File: src/rtl/fft4_stream.sv
// Streaming 4-point radix-2 DIT forward/inverse DFT: collects a 4-sample frame,
// runs two registered butterfly stages, then drains the bins with backpressure.
module fft4_stream #(
  parameter int DATA_WIDTH = 8,
  parameter int CNT_WIDTH  = 16
) (
  input  logic                         clk,
  input  logic                         rst,
  input  logic                         mode_inv,
  input  logic                         in_valid,
  output logic                         in_ready,
  input  logic signed [DATA_WIDTH-1:0] in_real,
  input  logic signed [DATA_WIDTH-1:0] in_imag,
  input  logic                         in_last,
  output logic                         out_valid,
  input  logic                         out_ready,
  output logic signed [DATA_WIDTH+1:0] out_real,
  output logic signed [DATA_WIDTH+1:0] out_imag,
  output logic [1:0]                   out_index,
  output logic                         out_last,
  output logic                         frame_err,
  output logic [CNT_WIDTH-1:0]         frames_done
);
  localparam int AW = DATA_WIDTH + 1;
  localparam int OW = DATA_WIDTH + 2;

  typedef enum logic [1:0] {ST_COLLECT, ST_S1, ST_S2, ST_DRAIN} state_t;

  state_t               state_q, state_d;
  logic [1:0]           idx_q, k_q;
  logic                 mode_q;
  logic                 frame_err_q;
  logic [CNT_WIDTH-1:0] frames_q;

  logic signed [DATA_WIDTH-1:0] xr_q [4];
  logic signed [DATA_WIDTH-1:0] xi_q [4];
  logic signed [AW-1:0] ar_q, ai_q, br_q, bi_q, cr_q, ci_q, dr_q, di_q;
  logic signed [OW-1:0] bank_re_q [4];
  logic signed [OW-1:0] bank_im_q [4];
  logic signed [OW-1:0] bin_re [4];
  logic signed [OW-1:0] bin_im [4];
  logic signed [OW-1:0] out_re_q, out_im_q;

  logic accept, bad_frame, hs;

  function automatic logic signed [AW-1:0] ext1(input logic signed [DATA_WIDTH-1:0] v);
    return {v[DATA_WIDTH-1], v};
  endfunction

  function automatic logic signed [OW-1:0] ext2(input logic signed [AW-1:0] v);
    return {v[AW-1], v};
  endfunction

  assign accept    = in_valid && in_ready;
  // in_last must coincide exactly with the 4th sample, otherwise the frame is dropped
  assign bad_frame = accept && (in_last != (idx_q == 2'd3));
  assign hs        = out_valid && out_ready;

  always_ff @(posedge clk) begin
    if (rst) state_q <= ST_COLLECT;
    else     state_q <= state_d;
  end

  always_comb begin
    state_d = state_q;
    case (state_q)
      ST_COLLECT: if (accept && !bad_frame && idx_q == 2'd3) state_d = ST_S1;
      ST_S1:      state_d = ST_S2;
      ST_S2:      state_d = ST_DRAIN;
      ST_DRAIN:   if (hs && k_q == 2'd3) state_d = ST_COLLECT;
      default:    state_d = ST_COLLECT;
    endcase
  end

  always_comb begin
    in_ready  = (state_q == ST_COLLECT);
    out_valid = (state_q == ST_DRAIN);
  end

  always_ff @(posedge clk) begin
    if (rst) begin
      idx_q       <= 2'd0;
      mode_q      <= 1'b0;
      frame_err_q <= 1'b0;
    end else if (accept) begin
      if (idx_q == 2'd0) mode_q <= mode_inv;
      if (bad_frame) begin
        idx_q       <= 2'd0;
        frame_err_q <= 1'b1;
      end else begin
        idx_q <= idx_q + 2'd1;
      end
    end
  end

  genvar gi;
  generate
    for (gi = 0; gi < 4; gi++) begin : g_sample
      always_ff @(posedge clk) begin
        if (rst) begin
          xr_q[gi] <= '0;
          xi_q[gi] <= '0;
        end else if (accept && idx_q == 2'(gi)) begin
          xr_q[gi] <= in_real;
          xi_q[gi] <= in_imag;
        end
      end
    end
  endgenerate

  always_ff @(posedge clk) begin
    if (rst) begin
      {ar_q, ai_q, br_q, bi_q, cr_q, ci_q, dr_q, di_q} <= '0;
    end else if (state_q == ST_S1) begin
      ar_q <= ext1(xr_q[0]) + ext1(xr_q[2]);
      ai_q <= ext1(xi_q[0]) + ext1(xi_q[2]);
      br_q <= ext1(xr_q[0]) - ext1(xr_q[2]);
      bi_q <= ext1(xi_q[0]) - ext1(xi_q[2]);
      cr_q <= ext1(xr_q[1]) + ext1(xr_q[3]);
      ci_q <= ext1(xi_q[1]) + ext1(xi_q[3]);
      dr_q <= ext1(xr_q[1]) - ext1(xr_q[3]);
      di_q <= ext1(xi_q[1]) - ext1(xi_q[3]);
    end
  end

  // Inverse differs from forward only by exchanging the odd bins
  always_comb begin
    bin_re[0] = ext2(ar_q) + ext2(cr_q);
    bin_im[0] = ext2(ai_q) + ext2(ci_q);
    bin_re[2] = ext2(ar_q) - ext2(cr_q);
    bin_im[2] = ext2(ai_q) - ext2(ci_q);
    bin_re[1] = ext2(br_q) + ext2(di_q);
    bin_im[1] = ext2(bi_q) - ext2(dr_q);
    bin_re[3] = ext2(br_q) - ext2(di_q);
    bin_im[3] = ext2(bi_q) + ext2(dr_q);
    if (mode_q) begin
      bin_re[1] = ext2(br_q) - ext2(di_q);
      bin_im[1] = ext2(bi_q) + ext2(dr_q);
      bin_re[3] = ext2(br_q) + ext2(di_q);
      bin_im[3] = ext2(bi_q) - ext2(dr_q);
    end
  end

  generate
    for (gi = 0; gi < 4; gi++) begin : g_bank
      always_ff @(posedge clk) begin
        if (rst) begin
          bank_re_q[gi] <= '0;
          bank_im_q[gi] <= '0;
        end else if (state_q == ST_S2) begin
          bank_re_q[gi] <= bin_re[gi];
          bank_im_q[gi] <= bin_im[gi];
        end
      end
    end
  endgenerate

  // Output registers keep the last bin after the drain finishes
  always_ff @(posedge clk) begin
    if (rst) begin
      out_re_q <= '0;
      out_im_q <= '0;
      k_q      <= 2'd0;
      frames_q <= '0;
    end else if (state_q == ST_S2) begin
      out_re_q <= bin_re[0];
      out_im_q <= bin_im[0];
      k_q      <= 2'd0;
    end else if (hs) begin
      if (k_q == 2'd3) begin
        frames_q <= frames_q + 1'b1;
      end else begin
        out_re_q <= bank_re_q[k_q + 2'd1];
        out_im_q <= bank_im_q[k_q + 2'd1];
        k_q      <= k_q + 2'd1;
      end
    end
  end

  assign out_real    = out_re_q;
  assign out_imag    = out_im_q;
  assign out_index   = k_q;
  assign out_last    = (k_q == 2'd3);
  assign frame_err   = frame_err_q;
  assign frames_done = frames_q;
endmodule

File: config.mk
export PLATFORM = sky130hd
export DESIGN_NAME = fft4_stream
export DESIGN_NICKNAME = d
export VERILOG_FILES = /design/src/rtl/fft4_stream.sv
export SDC_FILE = /design/constraint.sdc
export NUM_CORES = 1
export LEC_CHECK = 0
export ABC_CLOCK_PERIOD_IN_PS = 7800
export CORE_MARGIN = 8
export CORE_UTILIZATION = 55
export DETAILED_ROUTE_END_ITERATION = 16
export PLACE_DENSITY = 0.79
export SLEW_MARGIN = 20
export SYNTH_ARGS = -nofsm -noshare
export SYNTH_HDL_FRONTEND = slang
export SYNTH_SLANG_ARGS = --single-unit
File: constraint.sdc
create_clock -name clk -period 7.8 [get_ports clk]
set_clock_uncertainty 0.05 [all_clocks]
set_input_delay 0.78 -clock clk [delete_from_list [all_inputs] [get_ports clk]]
set_output_delay 0.78 -clock clk [all_outputs]
set_load 0.01 [all_outputs]
==> results of run 1 <==
-- cell usage in the layout, fill, tap and decap left out, drive strengths merged, types with 7 or more instances in the layout --
master	n
inv	128
clkdlybuf4s50	62
o311ai	14
fa	16
nor3b	18
nor2	174
or3	9
xor2	30
o21bai	11
mux4	18
edfxtp	140
a221oi	7
ha	147
a21o	9
nand2	73
o21ai	53
a2111oi	8
o21a	17
a21oi	88
o31ai	11
buf	10
nor3	34
a211oi	55
and2	17
mux2i	59
and3	70
nor4	9
nand3	11
dfxtp	112
nor2b	26
clkbuf	43
nand2b	37
xnor2	49
a31oi	21
o211ai	7
-- layout make-up --
class | count | area share (%)
Multi-Input combinational cell | 1159 | 49.2
Sequential cell | 252 | 36.6
Clock inverter | 6 | 0.220
Timing Repair Buffer | 72 | 3.95
Tap cell | 384 | 2.73
Clock buffer | 43 | 4.62
Inverter | 129 | 2.75
-- how the worst max path moves through the flow --
stage,endpoint,slack [ns],cells after the start
after CTS,out_last,4.70,3
after global routing,out_last,4.62,3
after floorplan,bank_im_q[0][0],3.92,3
after detailed placement,br_q[5],4.74,5
final,out_last,4.77,3
after global placement,br_q[5],4.76,5
-- flip-flops by register name, summed over array words and instances (netlist names) --
register,cells
out_index,2
state_q,2
frame_err,1
idx_q,2
ar_q,9
ci_q,9
ai_q,9
di_q,8
bank_re_q,38
cr_q,9
frames_done,16
br_q,8
xr_q,32
bi_q,8
dr_q,8
out_imag,10
mode_q,1
out_real,10
bank_im_q,38
xi_q,32
-- power by group through the flow --
stage | logic [W] | registers, W | clock network [W]
after floorplan | 0.00117 | 0.00163 | 0
after global placement | 0.00150 | 0.00167 | 0
after detailed placement | 0.00153 | 0.00168 | 0
after CTS | 0.00154 | 0.00165 | 0.00124
after global routing | 0.00172 | 0.00166 | 0.00130
final | 0.00157 | 0.00165 | 0.00123
-- logic make-up (layout without fill, tap and decap cells) --
logic type	count (synthesis)	in the layout	share of synthesized area, %
xor gates and xnor gates	79	79	4.33
adders and majority gates	163	163	13.5
buffers and inverters	228	250	5.47
muxes	79	79	6.38
AOI/OAI and AO/OA	335	335	13.9
DFF	252	252	40.4
and+or+nand+nor	503	503	16.0
-- metrics by stage --
stage	hold slack, ns	total power (W)	setup WS [ns]	util, %	instances
floorplan	0.418	0.00280	3.92	-	1639
global placement	0.414	0.00317	4.76	58.6	1996
detailed placement	0.420	0.00321	4.74	58.6	1996
CTS	0.433	0.00443	4.70	61.6	2045
global route	0.447	0.00468	4.62	61.6	2045
finish	0.432	0.00445	4.77	61.6	2045
-- critical path, delay by kind of cell (launching register included) --
kind                     cells  cell delay, ns
flip-flops                   1            0.30
buffers and inverters        2            0.99
adder cells (fa/ha/maj)      1            0.38
-- per-layer routing --
metal / vias to the layer above / track usage [%] / routed length (um)
met4: 0 / 4.99 / 800
met2: 304 / 31.7 / 16300
met1: 5620 / 29.3 / 17500
li1: 5841 / - / -
met5: - / 0 / 0
met3: 53 / 2.54 / 1950
==> impl_results.html, run 1 <==
<table>
<tr><th>Metric</th><th>Value</th></tr>
<tr><th colspan="2">Clock network</th></tr>
<tr><td>Post-CTS clock slew at the launch and capture registers of the worst setup and hold paths</td><td>0.06 ns</td></tr>
<tr><td>Maximum buffer depth of the clock tree</td><td>3</td></tr>
<tr><td>Post-CTS Setup Repair Bufs</td><td>0</td></tr>
<tr><td>Root buf cell</td><td>sky130_fd_sc_hd__clkbuf_16</td></tr>
<tr><td>Total clock buffers created by CTS</td><td>27</td></tr>
<tr><td>Clock tree from TritonCTS</td><td>done</td></tr>
<tr><td>Post-cts resize count</td><td>0</td></tr>
<tr><td>CTS Sinks</td><td>252</td></tr>
<tr><td>Number of hold-repair buffers added at the cts stage</td><td>0</td></tr>
<tr><td>H-Tree Depth</td><td>1</td></tr>
<tr><td>Later-pin clock latency in the skew report</td><td>0.53 ns</td></tr>
<tr><th colspan="2">Worst setup path</th></tr>
<tr><td>Setup Crit Path Kind</td><td>reg -&gt; out</td></tr>
<tr><td>Register-to-Register Path Depth</td><td>8</td></tr>
<tr><td>Startpoint of the lowest-slack register-to-register path</td><td>dr_q[1]</td></tr>
<tr><td>Worst setup EP type</td><td>primary output</td></tr>
<tr><td>Worst path max stage delay</td><td>0.59 ns</td></tr>
<tr><td>Max FO, Critical Path</td><td>23</td></tr>
<tr><td>Sort of element at the start of the critical path</td><td>flip-flop</td></tr>
<tr><td>Worst EP arrival</td><td>2.20 ns</td></tr>
<tr><td>Capture instance of the worst register-to-register path</td><td>bank_im_q[1][7]</td></tr>
<tr><td>Cell breakdown of the critical path</td><td>buf_4, ha_1, clkdlybuf4s50_1</td></tr>
<tr><td>Crit path from</td><td>out_index[0]</td></tr>
<tr><td>Data required time at the worst endpoint</td><td>6.97 ns</td></tr>
<tr><td>R2R Setup Slk</td><td>5.11 ns</td></tr>
<tr><td>Slowest CP cell</td><td>sky130_fd_sc_hd__clkdlybuf4s50_1</td></tr>
<tr><th colspan="2">Global routing</th></tr>
<tr><td>Antenna violations before repair</td><td>0</td></tr>
<tr><td>Global-route wire length before repair</td><td>59100 um</td></tr>
<tr><td>Global-route congestion overflow total</td><td>0</td></tr>
<tr><td>Largest net degree at the start of global routing</td><td>89</td></tr>
<tr><td>GRT Total Usage</td><td>20.2%</td></tr>
<tr><td>Vias in the first global route</td><td>11.2k</td></tr>
<tr><th colspan="2">Outcome</th></tr>
<tr><td>Outcome</td><td>finished, final reports clean</td></tr>
<tr><th colspan="2">Pwr</th></tr>
<tr><td>Net switching share of the total power</td><td>35.3%</td></tr>
<tr><td>Worst-case vdd ir drop</td><td>0.162 mV</td></tr>
<tr><td>Portion of total power attributed to the clock network</td><td>27.6%</td></tr>
<tr><td>Switching power</td><td>0.00157 W</td></tr>
<tr><td>Static power due to leakage</td><td>7.02 nW</td></tr>
<tr><td>Cell Pwr Density</td><td>252 mW/mm^2</td></tr>
<tr><td>Internal cell power</td><td>0.00288 W</td></tr>
<tr><td>Sequential share of power</td><td>37.1%</td></tr>
<tr><td>Combinational power share</td><td>35.3%</td></tr>
<tr><th colspan="2">Layout</th></tr>
<tr><td>Fraction of layout instances using a drive strength above 1</td><td>5.42%</td></tr>
<tr><td>Fillcell total</td><td>2278</td></tr>
<tr><td>Final std cell area, no fill</td><td>0.0176 mm^2</td></tr>
<tr><td>Antenna diode count</td><td>0</td></tr>
<tr><td>Post-layout nets</td><td>1826</td></tr>
<tr><td>Register area</td><td>0.00645 mm^2</td></tr>
<tr><td>Area added between synthesis and finish</td><td>10.4%</td></tr>
<tr><td>Area taken by multi-input logic gates</td><td>0.00866 mm^2</td></tr>
<tr><th colspan="2">Synth</th></tr>
<tr><td>Mean instance size in the synthesized netlist</td><td>9.74 um^2</td></tr>
<tr><td>Asr flop ratio synth</td><td>0%</td></tr>
<tr><td>Most numerous cell types in the synthesized netlist</td><td>sky130_fd_sc_hd__nor2_1, sky130_fd_sc_hd__ha_1, sky130_fd_sc_hd__edfxtp_1</td></tr>
<tr><td>Total of warnings raised by yosys</td><td>0</td></tr>
<tr><td>Count of flip-flops with a built-in enable after synthesis</td><td>140</td></tr>
<tr><td>Synthesized net count</td><td>1824</td></tr>
<tr><td>Area share of the leading cell type in the synthesized netlist</td><td>26.3%</td></tr>
<tr><td>Cell count after synthesis</td><td>1639</td></tr>
<tr><td>Post-synthesis cell type with the largest combined area</td><td>sky130_fd_sc_hd__edfxtp_1</td></tr>
<tr><td>Area of the mapped netlist</td><td>0.0160 mm^2</td></tr>
<tr><td>Count of cell types in the netlist</td><td>64</td></tr>
<tr><td>Most instantiated flip-flop cell in the synthesis netlist</td><td>sky130_fd_sc_hd__edfxtp_1</td></tr>
<tr><td>Synthesized flop and latch total</td><td>252</td></tr>
<tr><td>Most area-consuming cells after synthesis</td><td>sky130_fd_sc_hd__edfxtp_1, sky130_fd_sc_hd__dfxtp_1, sky130_fd_sc_hd__ha_1</td></tr>
<tr><td>Dominant cell by count in the synthesized netlist</td><td>sky130_fd_sc_hd__nor2_1</td></tr>
<tr><td>Post-synthesis sequential area ratio</td><td>40.4%</td></tr>
<tr><th colspan="2">Die</th></tr>
<tr><td>Overall die area</td><td>0.0347 mm^2</td></tr>
<tr><td>I/O pin count</td><td>64</td></tr>
<tr><td>Chip Width</td><td>186 um</td></tr>
<tr><td>Die height</td><td>186 um</td></tr>
<tr><td>Standard-cell rows</td><td>62</td></tr>
<tr><td>Core footprint</td><td>0.0286 mm^2</td></tr>
<tr><td>Starting Density</td><td>55.8%</td></tr>
<tr><th colspan="2">Drt</th></tr>
<tr><td>Number of DRC violations after detailed-routing iteration 0</td><td>1097</td></tr>
<tr><td>Initial DRT Pass Iterations</td><td>5</td></tr>
<tr><td>Vias after detailed routing</td><td>11.8k</td></tr>
<tr><td>Average wire length per cell after detail routing</td><td>17.8 um</td></tr>
<tr><td>Avg Vias per Cell</td><td>5.78</td></tr>
<tr><td>Wirelength, routed</td><td>36500 um</td></tr>
<tr><td>Number of routed nets with antenna violations</td><td>0</td></tr>
<tr><td>DRC Markers</td><td>0</td></tr>
<tr><th colspan="2">Timing</th></tr>
<tr><td>Number of pins exceeding their max-slew limit in the final report</td><td>0</td></tr>
<tr><td>Number of endpoints failing setup at the final stage</td><td>0</td></tr>
<tr><td>Final critical path time including I/O delays and setup</td><td>3.03 ns</td></tr>
<tr><td>Unrepaired setup endpoints after global routing</td><td>false</td></tr>
<tr><td>Crit share post-route</td><td>38.9%</td></tr>
<tr><td>Worst slew pin tran</td><td>1.06 ns</td></tr>
<tr><td>Final number of hold-violating endpoints</td><td>0</td></tr>
<tr><td>F_max</td><td>330 MHz</td></tr>
<tr><td>Setup TNS</td><td>0 ns</td></tr>
<tr><td>Max-Slew Margin vs Limit</td><td>29.6%</td></tr>
<tr><th colspan="2">Min path</th></tr>
<tr><td>Path class of the lowest-slack min-delay path</td><td>reg -&gt; reg</td></tr>
<tr><td>Number of cells on the worst hold path</td><td>2</td></tr>
<tr><td>Hold Path End</td><td>out_index[1]</td></tr>
<tr><td>Hold path startpoint</td><td>out_index[1]</td></tr>
<tr><th colspan="2">Place</th></tr>
<tr><td>Weighted congestion reported at the end of routability-driven placement</td><td>0.929</td></tr>
<tr><td>Placed wire-length estimate after detailed placement</td><td>26900 um</td></tr>
<tr><td>Number of input and output port buffers inserted</td><td>63</td></tr>
<tr><td>Cell area after placement</td><td>0.0168 mm^2</td></tr>
<tr><th colspan="2">Flow run</th></tr>
<tr><td>Number of maximum-capacitance violations</td><td>0</td></tr>
</table>
(Power assumes the default switching activity.)
==> inputs of run 2 (changes only) <==
--- a/config.mk
+++ b/config.mk
@@ -5,7 +5,7 @@
 export SDC_FILE = /design/constraint.sdc
 export NUM_CORES = 1
 export LEC_CHECK = 0
-export ABC_CLOCK_PERIOD_IN_PS = 7800
+export ABC_CLOCK_PERIOD_IN_PS = 3000
 export CORE_MARGIN = 8
 export CORE_UTILIZATION = 55
 export DETAILED_ROUTE_END_ITERATION = 16
==> constraint.sdc (replaced) <==
create_clock -name clk -period 3 [get_ports clk]
set_clock_uncertainty 0.05 [all_clocks]
set_input_delay 0.3 -clock clk [delete_from_list [all_inputs] [get_ports clk]]
set_output_delay 0.3 -clock clk [all_outputs]
set_load 0.01 [all_outputs]
==> run 2 against run 1 <==
  * Via count increased by 0.90%
  * Utilization increased by 0.63 points
  * Combinational power increased to 2.6 times the previous value
  * Clock power increased to 2.8 times the previous value
  * Critical path depth increased by 5
  * Cell count increased by 0.54%
  * Flip-flop and latch count unchanged
==> impl_results.html, run 2 (synthesized netlist as in run 1, its figures left out) <==
<table>
<tr><th>Metric</th><th>Value</th></tr>
<tr><th colspan="2">Global routing</th></tr>
<tr><td>Global-route congestion overflow total</td><td>0</td></tr>
<tr><td>GRT Total Usage</td><td>20.5%</td></tr>
<tr><td>Largest net degree at the start of global routing</td><td>90</td></tr>
<tr><td>Antenna violations before repair</td><td>0</td></tr>
<tr><td>Vias in the first global route</td><td>11.2k</td></tr>
<tr><td>Global-route wire length before repair</td><td>60000 um</td></tr>
<tr><th colspan="2">Pwr</th></tr>
<tr><td>Combinational power share</td><td>34.4%</td></tr>
<tr><td>Switching power</td><td>0.00399 W</td></tr>
<tr><td>Static power due to leakage</td><td>7.13 nW</td></tr>
<tr><td>Portion of total power attributed to the clock network</td><td>29.0%</td></tr>
<tr><td>Cell Pwr Density</td><td>657 mW/mm^2</td></tr>
<tr><td>Overall Power</td><td>0.0117 W</td></tr>
<tr><td>Internal cell power</td><td>0.00771 W</td></tr>
<tr><td>Worst-case vdd ir drop</td><td>0.413 mV</td></tr>
<tr><td>Net switching share of the total power</td><td>34.1%</td></tr>
<tr><td>Sequential share of power</td><td>36.6%</td></tr>
<tr><th colspan="2">Layout</th></tr>
<tr><td>Area added between synthesis and finish</td><td>11.5%</td></tr>
<tr><td>Top library cells by usage in the layout, fill and taps aside</td><td>sky130_fd_sc_hd__nor2_1, sky130_fd_sc_hd__ha_1, sky130_fd_sc_hd__edfxtp_1</td></tr>
<tr><td>Post-layout nets</td><td>1837</td></tr>
<tr><td>Biggest regs</td><td>bank_im_q: 38 flops, bank_re_q: 38 flops</td></tr>
<tr><td>Fillcell total</td><td>2278</td></tr>
<tr><td>Fraction of layout instances using a drive strength above 1</td><td>6.16%</td></tr>
<tr><td>Antenna diode count</td><td>0</td></tr>
<tr><td>Most common library cell in the layout ignoring fill and taps</td><td>sky130_fd_sc_hd__nor2_1</td></tr>
<tr><th colspan="2">Die</th></tr>
<tr><td>Core footprint</td><td>0.0286 mm^2</td></tr>
<tr><td>Standard-cell rows</td><td>62</td></tr>
<tr><td>Chip Width</td><td>186 um</td></tr>
<tr><td>Starting Density</td><td>55.8%</td></tr>
<tr><td>Overall die area</td><td>0.0347 mm^2</td></tr>
<tr><td>I/O pin count</td><td>64</td></tr>
<tr><td>Die height</td><td>186 um</td></tr>
<tr><th colspan="2">Worst setup path</th></tr>
<tr><td>Sort of element at the start of the critical path</td><td>flip-flop</td></tr>
<tr><td>Data required time at the worst endpoint</td><td>3.23 ns</td></tr>
<tr><td>R2R Setup Slk</td><td>0.48 ns</td></tr>
<tr><td>Setup Crit Path Kind</td><td>reg -&gt; reg</td></tr>
<tr><td>Worst EP arrival</td><td>2.75 ns</td></tr>
<tr><td>Startpoint of the lowest-slack register-to-register path</td><td>dr_q[1]</td></tr>
<tr><td>Crit path from</td><td>dr_q[1]</td></tr>
<tr><td>Max FO, Critical Path</td><td>5</td></tr>
<tr><td>Worst setup EP type</td><td>flip-flop</td></tr>
<tr><th colspan="2">Place</th></tr>
<tr><td>Weighted congestion reported at the end of routability-driven placement</td><td>0.925</td></tr>
<tr><td>Number of input and output port buffers inserted</td><td>63</td></tr>
<tr><td>Placed wire-length estimate after detailed placement</td><td>28100 um</td></tr>
<tr><th colspan="2">Timing</th></tr>
<tr><td>F_max</td><td>396 MHz</td></tr>
<tr><td>Unrepaired setup endpoints after global routing</td><td>false</td></tr>
<tr><td>Final Hold Slack</td><td>0.144 ns</td></tr>
<tr><td>Final critical path time including I/O delays and setup</td><td>2.52 ns</td></tr>
<tr><td>Number of endpoints failing setup at the final stage</td><td>0</td></tr>
<tr><td>Number of pins exceeding their max-slew limit in the final report</td><td>0</td></tr>
<tr><td>Crit share post-route</td><td>84.2%</td></tr>
<tr><td>Worst slew pin tran</td><td>0.829 ns</td></tr>
<tr><td>Final number of hold-violating endpoints</td><td>0</td></tr>
<tr><td>Max-Slew Margin vs Limit</td><td>44.8%</td></tr>
<tr><td>Setup TNS</td><td>0 ns</td></tr>
<tr><th colspan="2">Clock network</th></tr>
<tr><td>Later-pin clock latency in the skew report</td><td>0.53 ns</td></tr>
<tr><td>Post-cts resize count</td><td>0</td></tr>
<tr><td>Root buf cell</td><td>sky130_fd_sc_hd__clkbuf_16</td></tr>
<tr><td>Maximum buffer depth of the clock tree</td><td>3</td></tr>
<tr><td>H-Tree Depth</td><td>1</td></tr>
<tr><td>Total clock buffers created by CTS</td><td>26</td></tr>
<tr><td>Number of hold-repair buffers added at the cts stage</td><td>0</td></tr>
<tr><td>CTS Sinks</td><td>252</td></tr>
<tr><td>Post-CTS Setup Repair Bufs</td><td>0</td></tr>
<tr><td>Clock tree from TritonCTS</td><td>done</td></tr>
<tr><td>Post-CTS clock slew at the launch and capture registers of the worst setup and hold paths</td><td>0.06 ns</td></tr>
<tr><th colspan="2">Drt</th></tr>
<tr><td>Number of DRC violations after detailed-routing iteration 0</td><td>1127</td></tr>
<tr><td>Avg Vias per Cell</td><td>5.80</td></tr>
<tr><td>Vias after detailed routing</td><td>11.9k</td></tr>
<tr><td>DRC Markers</td><td>0</td></tr>
<tr><td>Wirelength, routed</td><td>37000 um</td></tr>
<tr><td>Average wire length per cell after detail routing</td><td>18.0 um</td></tr>
<tr><td>Number of routed nets with antenna violations</td><td>0</td></tr>
<tr><td>Initial DRT Pass Iterations</td><td>5</td></tr>
<tr><th colspan="2">Outcome</th></tr>
<tr><td>Outcome</td><td>finished, final reports clean</td></tr>
<tr><th colspan="2">Min path</th></tr>
<tr><td>Hold path startpoint</td><td>rst</td></tr>
<tr><td>Path class of the lowest-slack min-delay path</td><td>in -&gt; reg</td></tr>
<tr><th colspan="2">Flow run</th></tr>
<tr><td>Number of maximum-capacitance violations</td><td>0</td></tr>
</table>
run 2: cell types whose count changed in the layout (fill, tap and decap cells not counted), sizes merged:
cell,before,now
buf,10,22
clkbuf,43,39
bufinv,0,3
inv,128,130
clkinv,6,5
clkinvlp,1,0
run 2: critical path, cell delays in order (launching register included):
cell and delay, ns:
sky130_fd_sc_hd__dfxtp_1 0.44, sky130_fd_sc_hd__inv_1 0.07, sky130_fd_sc_hd__ha_1 0.30, sky130_fd_sc_hd__nand2b_1 0.16
sky130_fd_sc_hd__a2111o_1 0.46, sky130_fd_sc_hd__a211oi_1 0.35, sky130_fd_sc_hd__a2bb2oi_1 0.25, sky130_fd_sc_hd__xnor2_1 0.14
sky130_fd_sc_hd__nor2_1 0.05
run 2: final cells by class:
| class | instances | area (um^2) | area share, % |
|---|---|---|---|
| multi-input combinational | 1159 | 8660 | 48.7 |
| sequential | 252 | 6450 | 36.2 |
| timing repair buffer | 84 | 823 | 4.62 |
| clock buffer | 39 | 782 | 4.39 |
| inverter | 129 | 484 | 2.72 |
| tap | 384 | 480 | 2.70 |
| clock inverter | 9 | 123 | 0.689 |
run 2: worst paths after layout:
kind | endpoint | cells after the start
max | bank_im_q[1][7] | 8
max reg2reg | bank_im_q[1][7] | 8
min | frame_err | 2
min reg2reg | frame_err | 2
run 2: per-layer routing:
layer,vias up,global-route usage (%),routed length [um],part of all wire (%)
li1,5854,-,-,-
met1,5659,29.7,17500,47
met2,351,31.9,16400,44
met3,60,2.78,2220,6.0
met4,0,5.54,864,2.3
met5,-,0,0,0
run 2: power by group through the flow:
stage / clock, W / combinational [W] / sequential [W]
floorplan: 0 / 0.00304 / 0.00424
global placement: 0 / 0.00385 / 0.00433
detailed placement: 0 / 0.00395 / 0.00435
CTS: 0.00345 / 0.00398 / 0.00428
global route: 0.00358 / 0.00446 / 0.00432
finish: 0.00340 / 0.00403 / 0.00428
run 2: through the flow:
step | std cells | utilization [%] | setup WS (ns) | cell area [um^2]
detailed placement | 2008 | 59.0 | 0.497 | 16900
floorplan | 1639 | - | 0.489 | 16000
CTS | 2056 | 62.2 | 0.482 | 17800
global route | 2056 | 62.2 | 0.227 | 17800
global placement | 2008 | 59.0 | 0.502 | 16900
finish | 2056 | 62.2 | 0.475 | 17800
